**config.mk**
```make
export PLATFORM = sky130hd
export DESIGN_NAME = dragster_spi_responder
export DESIGN_NICKNAME = d
export VERILOG_FILES = /design/src/rtl/dragster_pkg.sv /design/src/rtl/dragster_spi_sync.sv /design/src/rtl/dragster_spi_responder.sv
export SDC_FILE = /design/constraint.sdc
export NUM_CORES = 1
export LEC_CHECK = 0
export CAP_MARGIN = 20
export CORE_MARGIN = 5
export CORE_UTILIZATION = 47
export CTS_BUF_LIST = sky130_fd_sc_hd__clkbuf_8 sky130_fd_sc_hd__clkbuf_16
export DETAILED_ROUTE_END_ITERATION = 8
export HOLD_SLACK_MARGIN = 0.03
export PLACE_DENSITY_LB_ADDON = 0.08
export SLEW_MARGIN = 20
export SYNTH_ARGS = -nofsm -noshare
export SYNTH_HDL_FRONTEND = slang
export SYNTH_SLANG_ARGS = --single-unit
```
**constraint.sdc**
```tcl
create_clock -name clk -period 5.4 [get_ports clk]
set_input_delay 0.54 -clock clk [delete_from_list [all_inputs] [get_ports clk]]
set_output_delay 0.54 -clock clk [all_outputs]
set_load 0.02 [all_outputs]
```
**src/rtl/dragster_pkg.sv**
```systemverilog
// Shared constants for the dragster SPI register responder: frame layout,
// register file geometry and the update-flag register location.
package dragster_pkg;

    localparam int NUM_REGS   = 16;
    localparam int FRAME_BITS = 16;
    localparam int BYTE_BITS  = FRAME_BITS / 2;
    localparam int DATA_W     = 8;
    localparam int ADDR_W     = $clog2(NUM_REGS);
    localparam int BIT_CNT_W  = $clog2(BYTE_BITS);
    localparam int RW_BIT     = 7;
    localparam int UPDATE_BIT = 7;

    localparam logic [ADDR_W-1:0] UPDATE_ADDR = 4'd1;

    // A committed write that raises the sticky update flag.
    function automatic logic is_update_write(input logic [ADDR_W-1:0] addr,
                                             input logic [DATA_W-1:0] data);
        return (addr == UPDATE_ADDR) && data[UPDATE_BIT];
    endfunction

endpackage

```
**src/rtl/dragster_spi_sync.sv**
```systemverilog
// Multi-bit flop synchronizer with rising/falling edge detection on the
// synchronized outputs; reset loads each bit with its idle level.
module dragster_spi_sync #(
    parameter int                 WIDTH     = 3,
    parameter int                 STAGES    = 2,
    parameter logic [WIDTH-1:0]   RESET_VAL = '0
) (
    input  logic             clk,
    input  logic             reset_n,
    input  logic [WIDTH-1:0] din,
    output logic [WIDTH-1:0] dout,
    output logic [WIDTH-1:0] rise,
    output logic [WIDTH-1:0] fall
);

    logic [STAGES-1:0][WIDTH-1:0] chain;
    logic [WIDTH-1:0]             prev;

    always_ff @(posedge clk or negedge reset_n) begin
        if (!reset_n) begin
            for (int i = 0; i < STAGES; i++) begin
                chain[i] <= RESET_VAL;
            end
            prev <= RESET_VAL;
        end else begin
            chain[0] <= din;
            for (int i = 1; i < STAGES; i++) begin
                chain[i] <= chain[i-1];
            end
            prev <= chain[STAGES-1];
        end
    end

    assign dout = chain[STAGES-1];
    assign rise = dout & ~prev;
    assign fall = ~dout & prev;

endmodule

```
**src/rtl/dragster_spi_responder.sv**
```systemverilog
// SPI mode-0 responder in front of a 16 x 8-bit register file: 16-bit frames
// of address byte (R/W in bit 7) followed by a data byte, all in the clk domain.
module dragster_spi_responder
    import dragster_pkg::*;
#(
    parameter int SYNC_STAGES = 2
) (
    input  logic              clk,
    input  logic              reset_n,
    input  logic              sclk,
    input  logic              ss_n,
    input  logic              mosi,
    output logic              miso,
    output logic              wr_valid,
    output logic [ADDR_W-1:0] wr_addr,
    output logic [DATA_W-1:0] wr_data,
    input  logic [ADDR_W-1:0] rd_addr,
    output logic [DATA_W-1:0] rd_data,
    output logic              update_done,
    output logic              frame_error
);

    localparam logic [1:0] IDLE          = 2'd0;
    localparam logic [1:0] ADDR          = 2'd1;
    localparam logic [1:0] DATA          = 2'd2;
    localparam logic [1:0] WAIT_DESELECT = 2'd3;

    logic [2:0] sync_out, sync_rise, sync_fall;

    dragster_spi_sync #(
        .WIDTH     (3),
        .STAGES    (SYNC_STAGES),
        .RESET_VAL (3'b010)
    ) u_sync (
        .clk     (clk),
        .reset_n (reset_n),
        .din     ({mosi, ss_n, sclk}),
        .dout    (sync_out),
        .rise    (sync_rise),
        .fall    (sync_fall)
    );

    logic sclk_rise, sclk_fall, ss_n_s, ss_n_fall, mosi_s;
    assign sclk_rise = sync_rise[0];
    assign sclk_fall = sync_fall[0];
    assign ss_n_s    = sync_out[1];
    assign ss_n_fall = sync_fall[1];
    assign mosi_s    = sync_out[2];

    logic unused_edges;
    assign unused_edges = &{1'b0, sync_rise[2:1], sync_fall[2], sync_out[0]};

    logic [1:0]           state;
    logic [BIT_CNT_W-1:0] bit_cnt;
    logic [DATA_W-2:0]    shift_in;
    logic [DATA_W-1:0]    tx_shift;
    logic [ADDR_W-1:0]    frame_addr;
    logic                 is_read;
    logic                 armed;
    logic [SYNC_STAGES:0] flush;
    logic [DATA_W-1:0]    regs [NUM_REGS];

    logic [DATA_W-1:0] next_byte;
    logic              last_bit;
    assign next_byte = {shift_in, mosi_s};
    assign last_bit  = (bit_cnt == BIT_CNT_W'(BYTE_BITS - 1));

    // A frame may only start once ss_n has been seen high on real samples,
    // so a reset released mid-frame cannot mistake the flushed synchronizer
    // for a select edge.
    always_ff @(posedge clk or negedge reset_n) begin
        if (!reset_n) begin
            state       <= IDLE;
            bit_cnt     <= '0;
            shift_in    <= '0;
            tx_shift    <= '0;
            frame_addr  <= '0;
            is_read     <= 1'b0;
            armed       <= 1'b0;
            flush       <= '0;
            miso        <= 1'b0;
            wr_valid    <= 1'b0;
            wr_addr     <= '0;
            wr_data     <= '0;
            frame_error <= 1'b0;
        end else begin
            wr_valid    <= 1'b0;
            frame_error <= 1'b0;
            flush       <= {flush[SYNC_STAGES-1:0], 1'b1};
            if (flush[SYNC_STAGES] && ss_n_s) begin
                armed <= 1'b1;
            end
            case (state)
                IDLE: begin
                    miso <= 1'b0;
                    if (armed && ss_n_fall) begin
                        state   <= ADDR;
                        bit_cnt <= '0;
                    end
                end
                ADDR: begin
                    miso <= 1'b0;
                    if (ss_n_s) begin
                        state       <= IDLE;
                        frame_error <= 1'b1;
                    end else if (sclk_rise) begin
                        shift_in <= next_byte[DATA_W-2:0];
                        bit_cnt  <= bit_cnt + 1'b1;
                        if (last_bit) begin
                            state      <= DATA;
                            bit_cnt    <= '0;
                            is_read    <= next_byte[RW_BIT];
                            frame_addr <= next_byte[ADDR_W-1:0];
                            tx_shift   <= next_byte[RW_BIT] ? regs[next_byte[ADDR_W-1:0]] : '0;
                        end
                    end
                end
                DATA: begin
                    if (ss_n_s) begin
                        state       <= IDLE;
                        miso        <= 1'b0;
                        frame_error <= 1'b1;
                    end else begin
                        if (sclk_fall) begin
                            miso     <= tx_shift[DATA_W-1];
                            tx_shift <= {tx_shift[DATA_W-2:0], 1'b0};
                        end
                        if (sclk_rise) begin
                            shift_in <= next_byte[DATA_W-2:0];
                            bit_cnt  <= bit_cnt + 1'b1;
                            if (last_bit) begin
                                state <= WAIT_DESELECT;
                                if (!is_read) begin
                                    wr_valid <= 1'b1;
                                    wr_addr  <= frame_addr;
                                    wr_data  <= next_byte;
                                end
                            end
                        end
                    end
                end
                default: begin
                    miso <= 1'b0;
                    if (ss_n_s) begin
                        state <= IDLE;
                    end
                end
            endcase
        end
    end

    // Register file updates at the end of the wr_valid cycle, so a local read
    // of the committed address sees the old value during that cycle.
    always_ff @(posedge clk or negedge reset_n) begin
        if (!reset_n) begin
            for (int i = 0; i < NUM_REGS; i++) begin
                regs[i] <= '0;
            end
            update_done <= 1'b0;
        end else if (wr_valid) begin
            regs[wr_addr] <= wr_data;
            if (is_update_write(wr_addr, wr_data)) begin
                update_done <= 1'b1;
            end
        end
    end

    assign rd_data = regs[rd_addr];

endmodule

```
==> flow_metrics.env, run 1 <==
export IMPL_status="finished, final reports clean"
export IMPL_coreArea_um2=18890
export IMPL_wl_met3_um=762
export IMPL_yosysWarnings=0
export IMPL_layout_commonest_cell="dfrtp_1"
export IMPL_worstHoldPathType="in -> async"
export IMPL_die_x_um=149.0
export IMPL_met2WireLength_um=11330
export IMPL_rsz0062_at_grt="false"
export IMPL_finalSetupTns_ns=0
export IMPL_synth_area_leader_cell="dfrtp_1"
export IMPL_final_hold_viol_count=0
export IMPL_synth_ff_type="dfrtp_1"
export IMPL_hold_buffers=0
export IMPL_setup_ws_ns=1.971
export IMPL_cp_data_required_time_ns=4.86
export IMPL_dr_total_vias=5286
export IMPL_htree_levels=4
export IMPL_dieHeight_um=149.0
export IMPL_ys_seq_area_share_pct=49.91
export IMPL_cts_tree="done"
export IMPL_n_fill_cell=1550
export IMPL_ys_ff_latch=181
export IMPL_cts_setup_buffers=0
export IMPL_grt_max_degree=87
export IMPL_dp_hpwl_um=14050
export IMPL_postSynthAreaPerCell_um2=15.58
export IMPL_clk_pin_slew_ns=0.06
export IMPL_portBuffers=32
export IMPL_first_pass_iters=5
export IMPL_end_kind="output port"
export IMPL_antenna_found_initial=0
export IMPL_arrival_ns=2.89
export IMPL_finalCritPeriodShare_pct=63.51
export IMPL_nets=620
export IMPL_grt_overflow=0
export IMPL_critPathKind="in -> out"
export IMPL_clockRootBuffer="clkbuf_16"
export IMPL_whs_ns=0.1862
export IMPL_slew_headroom_pct=25.66
export IMPL_grt_pass1_wl_um=34930
export IMPL_synthArstFlopShare_pct=100.0
export IMPL_syn_area_um2=9082
export IMPL_p_per_area_nw_per_um2=317.8
export IMPL_dp_slack_ns=1.714
export IMPL_wl_um=21790
export IMPL_start_util_pct=48.07
export IMPL_fin_crit_ns=3.429
export IMPL_p_leak_nw=4.613
export IMPL_ys_types=47
export IMPL_cts_buffers=17
export IMPL_wl_met1_um=9252
export IMPL_clk_path_buf_depth=2
export IMPL_drv_cap=0
export IMPL_tightest_slew_ns=1.109
export IMPL_cp_start_kind="input pin"
export IMPL_insertion_delay_ns=0.43
export IMPL_critPathMaxFanout=32
export IMPL_pin_count=33
export IMPL_drt_iter0_markers=335
export IMPL_routabilityCongestion=0.8314
export IMPL_insertedDiodeCount=0
export IMPL_mostFrequentLayoutCells="dfrtp_1 (177), mux2_2 (152), mux4_2 (72), clkdlybuf4s50_1 (30), nor2_1 (19)"
export IMPL_drc=0
export IMPL_track_usage_pct=20.99
export IMPL_fmax_mhz=291.6
export IMPL_syn_inst=583
export IMPL_synthesis_nets=600
export IMPL_detail_route_antenna_nets=0
export IMPL_wire_per_inst_um=24.87
export IMPL_via_per_inst=6.034
export IMPL_clkSinkCount=181
export IMPL_drive_above_1_share_pct=47.56
export IMPL_cts_resized=0
export IMPL_peakVddDrop_uv=222.5
export IMPL_die_area_um2=22200
export IMPL_drv_slew=0
export IMPL_rows=50
export IMPL_skew_ns=0.01455
export IMPL_yosysTopAreaCellShare_pct=49.04
export IMPL_synth_edff_count=0
export IMPL_setup_viol=0
export IMPL_power_mw=3.266
export IMPL_synth_area_leaders="dfrtp_1 (49%), mux2_2 (19%), mux4_2 (18%), a22o_1 (1.4%), o221ai_2 (1.2%)"
export IMPL_area_growth_pct=13.16
export IMPL_top_layer_used="met4"
export IMPL_grt_pass1_vias=5653
-- sequential cells by signal (all words and copies together) (netlist names) --
name and count:
frame_error 1, wr_data 8, update_done 1, u_sync.prev 2, shift_in 7, u_sync.dout 3, is_read 1, wr_valid 1
miso 1, wr_addr 4, frame_addr 4, regs 128, bit_cnt 3, u_sync.chain 3, state 2, flush 3
armed 1, tx_shift 8
-- final cells by class --
cell class	instances	area (µm²)	share of cell area, %
inverter	7	26.28	0.2557
sequential	181	4534	44.12
clock inverter	14	232.7	2.264
timing repair buffer	44	409.1	3.981
tap	260	325.3	3.165
multi-input combinational	352	4310	41.94
clock buffer	18	439.2	4.273
-- synth_stat cells (3+ instances only) --
master	number
nor2_1	19
mux2i_1	4
o21ai_0	6
ha_1	8
o211ai_1	9
nor3_2	6
mux2_1	4
nor2b_1	4
nand2b_1	3
o221ai_2	7
dfstp_2	3
nand2_1	15
buf_4	4
buf_6	3
a22o_1	14
buf_1	8
dfrtp_1	178
clkbuf_1	17
mux4_2	72
mux2_2	152
inv_1	7
buf_2	11
-- power breakdown --
part / switching (mW) / leakage (nW) / internal, mW / total [mW]
Clock: 0.532 / 0.331 / 0.880 / 1.41
Sequential: 0.0707 / 2.48 / 1.39 / 1.46
Combinational: 0.235 / 1.80 / 0.155 / 0.390
-- worst max-delay path: stages --
cell	delay, ns
clkdlybuf4s50_1	0.46
buf_4	0.42
mux4_2	0.39
mux4_2	0.51
clkdlybuf4s50_1	0.56
-- cell families after synthesis --
family / synth area share (%)
muxes: 37.64
other: 0.04129
DFF: 49.91
AOI/OAI and AO/OA: 4.381
adders and majority gates: 1.102
buffers and inverters: 2.631
and+or+nand+nor: 4.298
-- per-layer routing --
layer  global-route usage (%)  up-vias
met5                        0        -
met3                    4.102       24
met2                    35.10      118
met1                    27.92     2864
met4                    6.545        0
li1                         -     2280
-- final timing paths --
path,startpoint,to,slack (ns),cells past startpoint
setup / recovery,rd_addr[1],rd_data[0],1.97,5
hold / removal,reset_n,regs[114],0.19,1
setup reg to reg,shift_in[1],tx_shift[6],2.91,5
hold reg to reg,flush[1],flush[2],0.35,0
max in group asynchronous,reset_n,regs[39],4.06,2
min in group clk,flush[1],flush[2],0.35,0
-- per-stage QoR --
stage	cells	util [%]	instance area (µm²)
floorplan	583	-	9082
global placement	844	50.83	9603
detailed placement	844	50.83	9603
CTS	876	54.38	10270
global route	876	54.40	10280
finish	876	54.40	10280
Power figures use the tool's default switching activity.
==> inputs of run 2 (changes only) <==
- clock period: 5.4 -> 3.2 ns (I/O delays scaled with it)
==> flow_metrics.env, run 2 (same netlist as run 1, synthesis figures left out) <==
export IMPL_clk_path_buf_depth=2
export IMPL_crit_chain="clkdlybuf4s50_1, buf_12, mux4_2, mux4_2, clkdlybuf4s50_1"
export IMPL_skew_ns=0.006477
export IMPL_first_pass_iters=4
export IMPL_insertedDiodeCount=0
export IMPL_reg_top3="regs x128, tx_shift x8, wr_data x8"
export IMPL_via_per_inst=5.962
export IMPL_slew_headroom_pct=41.13
export IMPL_routabilityCongestion=0.8149
export IMPL_critPathKind="in -> out"
export IMPL_cp_data_required_time_ns=2.88
export IMPL_drc=0
export IMPL_clkSinkCount=181
export IMPL_drive_above_1_share_pct=48.50
export IMPL_finalNonFillerCells=893
export IMPL_fmax_mhz=357.5
export IMPL_hold_path_cell_count=1
export IMPL_place_inst=862
export IMPL_grt_pass1_wl_um=34770
export IMPL_drv_slew=0
export IMPL_finalCritPeriodShare_pct=87.42
export IMPL_dieHeight_um=149.0
export IMPL_cp_start_kind="input pin"
export IMPL_regArea_um2=4534
export IMPL_arrival_ns=2.48
export IMPL_clk_pin_slew_ns=0.06
export IMPL_p_leak_nw=4.712
export IMPL_cts_tree="done"
export IMPL_area_growth_pct=14.82
export IMPL_cts_setup_buffers=0
export IMPL_track_usage_pct=20.92
export IMPL_cp_slowest_cell="clkdlybuf4s50_1"
export IMPL_dr_total_vias=5324
export IMPL_layout_commonest_cell="dfrtp_1"
export IMPL_dp_hpwl_um=14410
export IMPL_htree_levels=4
export IMPL_grt_max_degree=91
export IMPL_multiInputGateArea_um2=4310
export IMPL_drt_iter0_markers=262
export IMPL_worstHoldPathType="in -> reg"
export IMPL_clockRootBuffer="clkbuf_16"
export IMPL_fin_crit_ns=2.797
export IMPL_rsz0062_at_grt="false"
export IMPL_nets=639
export IMPL_final_hold_viol_count=0
export IMPL_regMostFlops="regs"
export IMPL_pin_count=33
export IMPL_wl_um=21870
export IMPL_die_area_um2=22200
export IMPL_cp_top_family="buffers and inverters"
export IMPL_slowest_delay_ns=0.56
export IMPL_tightest_slew_ns=0.8812
export IMPL_die_x_um=149.0
export IMPL_mostFrequentLayoutCells="dfrtp_1 (177), mux2_2 (152), mux4_2 (72), clkdlybuf4s50_1 (30), buf_4 (24)"
export IMPL_n_fill_cell=1544
export IMPL_detail_route_antenna_nets=0
export IMPL_insertion_delay_ns=0.43
export IMPL_largest_reg_flops=128
export IMPL_ff2ff_path_depth=6
export IMPL_critPathMaxFanout=32
export IMPL_rows=50
export IMPL_peakVddDrop_uv=304.7
export IMPL_status="finished, final reports clean"
export IMPL_end_kind="output port"
export IMPL_coreArea_um2=18890
export IMPL_p_per_area_nw_per_um2=512.3
export IMPL_antenna_found_initial=0
export IMPL_grt_overflow=0
export IMPL_finalSetupTns_ns=0
export IMPL_cts_buffers=17
export IMPL_setup_viol=0
export IMPL_drv_cap=0
export IMPL_cp_depth=5
export IMPL_crit_buf_inv=3
export IMPL_grt_pass1_vias=5704
export IMPL_wire_per_inst_um=24.49
export IMPL_start_util_pct=48.07
export IMPL_portBuffers=32
-- run 2: cell types whose count changed in the layout (fill, tap and decap cells not counted) --
cell / delta
bufinv_16: -2
inv_6: -1
buf_2: +1
inv_1: +2
buf_4: +11
dlygate4sd3_1: +1
buf_12: +6
clkinv_2: -1
-- run 2: worst paths after layout --
check / from / to / slack, ns
max in group asynchronous: reset_n / wr_data[2] / 1.90
min in group asynchronous: reset_n / tx_shift[2] / 0.56
setup / recovery: rd_addr[1] / rd_data[5] / 0.40
hold / removal: ss_n / u_sync.chain[1] / 0.30
setup reg to reg: state[0] / tx_shift[6] / 0.96
hold reg to reg: u_sync.chain[2] / u_sync.dout[2] / 0.35
-- run 2: area by class of cell --
cell class,count,area share [%]
repair buffers,63,6.011
inverters,7,0.2519
clock buffers,18,4.211
multi-input cells,352,41.33
clock inverters,12,1.596
flip-flops and latches,181,43.48
well taps,260,3.119
-- run 2: timing repair --
action,in CTS,in global routing
endpoints found under the hold margin,56,0
resized for setup,0,0
hold buffers,1,0
-- run 2: through the flow --
| step | total power [mW] | utilization (%) | instance area (µm²) | setup WS [ns] | hold WS, ns |
|---|---|---|---|---|---|
| after floorplan | 2.936 | - | 9082 | 1.154 | 0.02441 |
| after global placement | 3.194 | 51.94 | 9813 | 0.4422 | 0.3314 |
| after detailed placement | 3.209 | 51.94 | 9813 | 0.4073 | 0.3369 |
| after CTS | 5.393 | 55.20 | 10430 | 0.4038 | 0.2811 |
| after global routing | 5.547 | 55.20 | 10430 | 0.3439 | 0.2931 |
| final | 5.343 | 55.20 | 10430 | 0.4027 | 0.2982 |
-- run 2: worst reg2reg max path: stages (launching register included) --
cell and delay [ns]:
dfrtp_1 0.42, inv_1 0.12, ha_1 0.43, nand4bb_1 0.18, o31a_1 0.25, or4_4 0.55
o221ai_2 0.21
-- run 2: layer usage --
layer | global-route usage (%) | part of all wire, % | vias up
met5 | 0 | 0 | -
met4 | 5.400 | 1.1 | 0
met3 | 4.011 | 3.1 | 20
met2 | 35.26 | 51 | 87
met1 | 28.11 | 45 | 2897
li1 | - | - | 2320
-- run 2: power breakdown --
part | internal [mW] | total (mW) | switching, mW
clock | 1.31 | 2.18 | 0.871
sequential | 2.35 | 2.46 | 0.103
combinational | 0.292 | 0.705 | 0.413
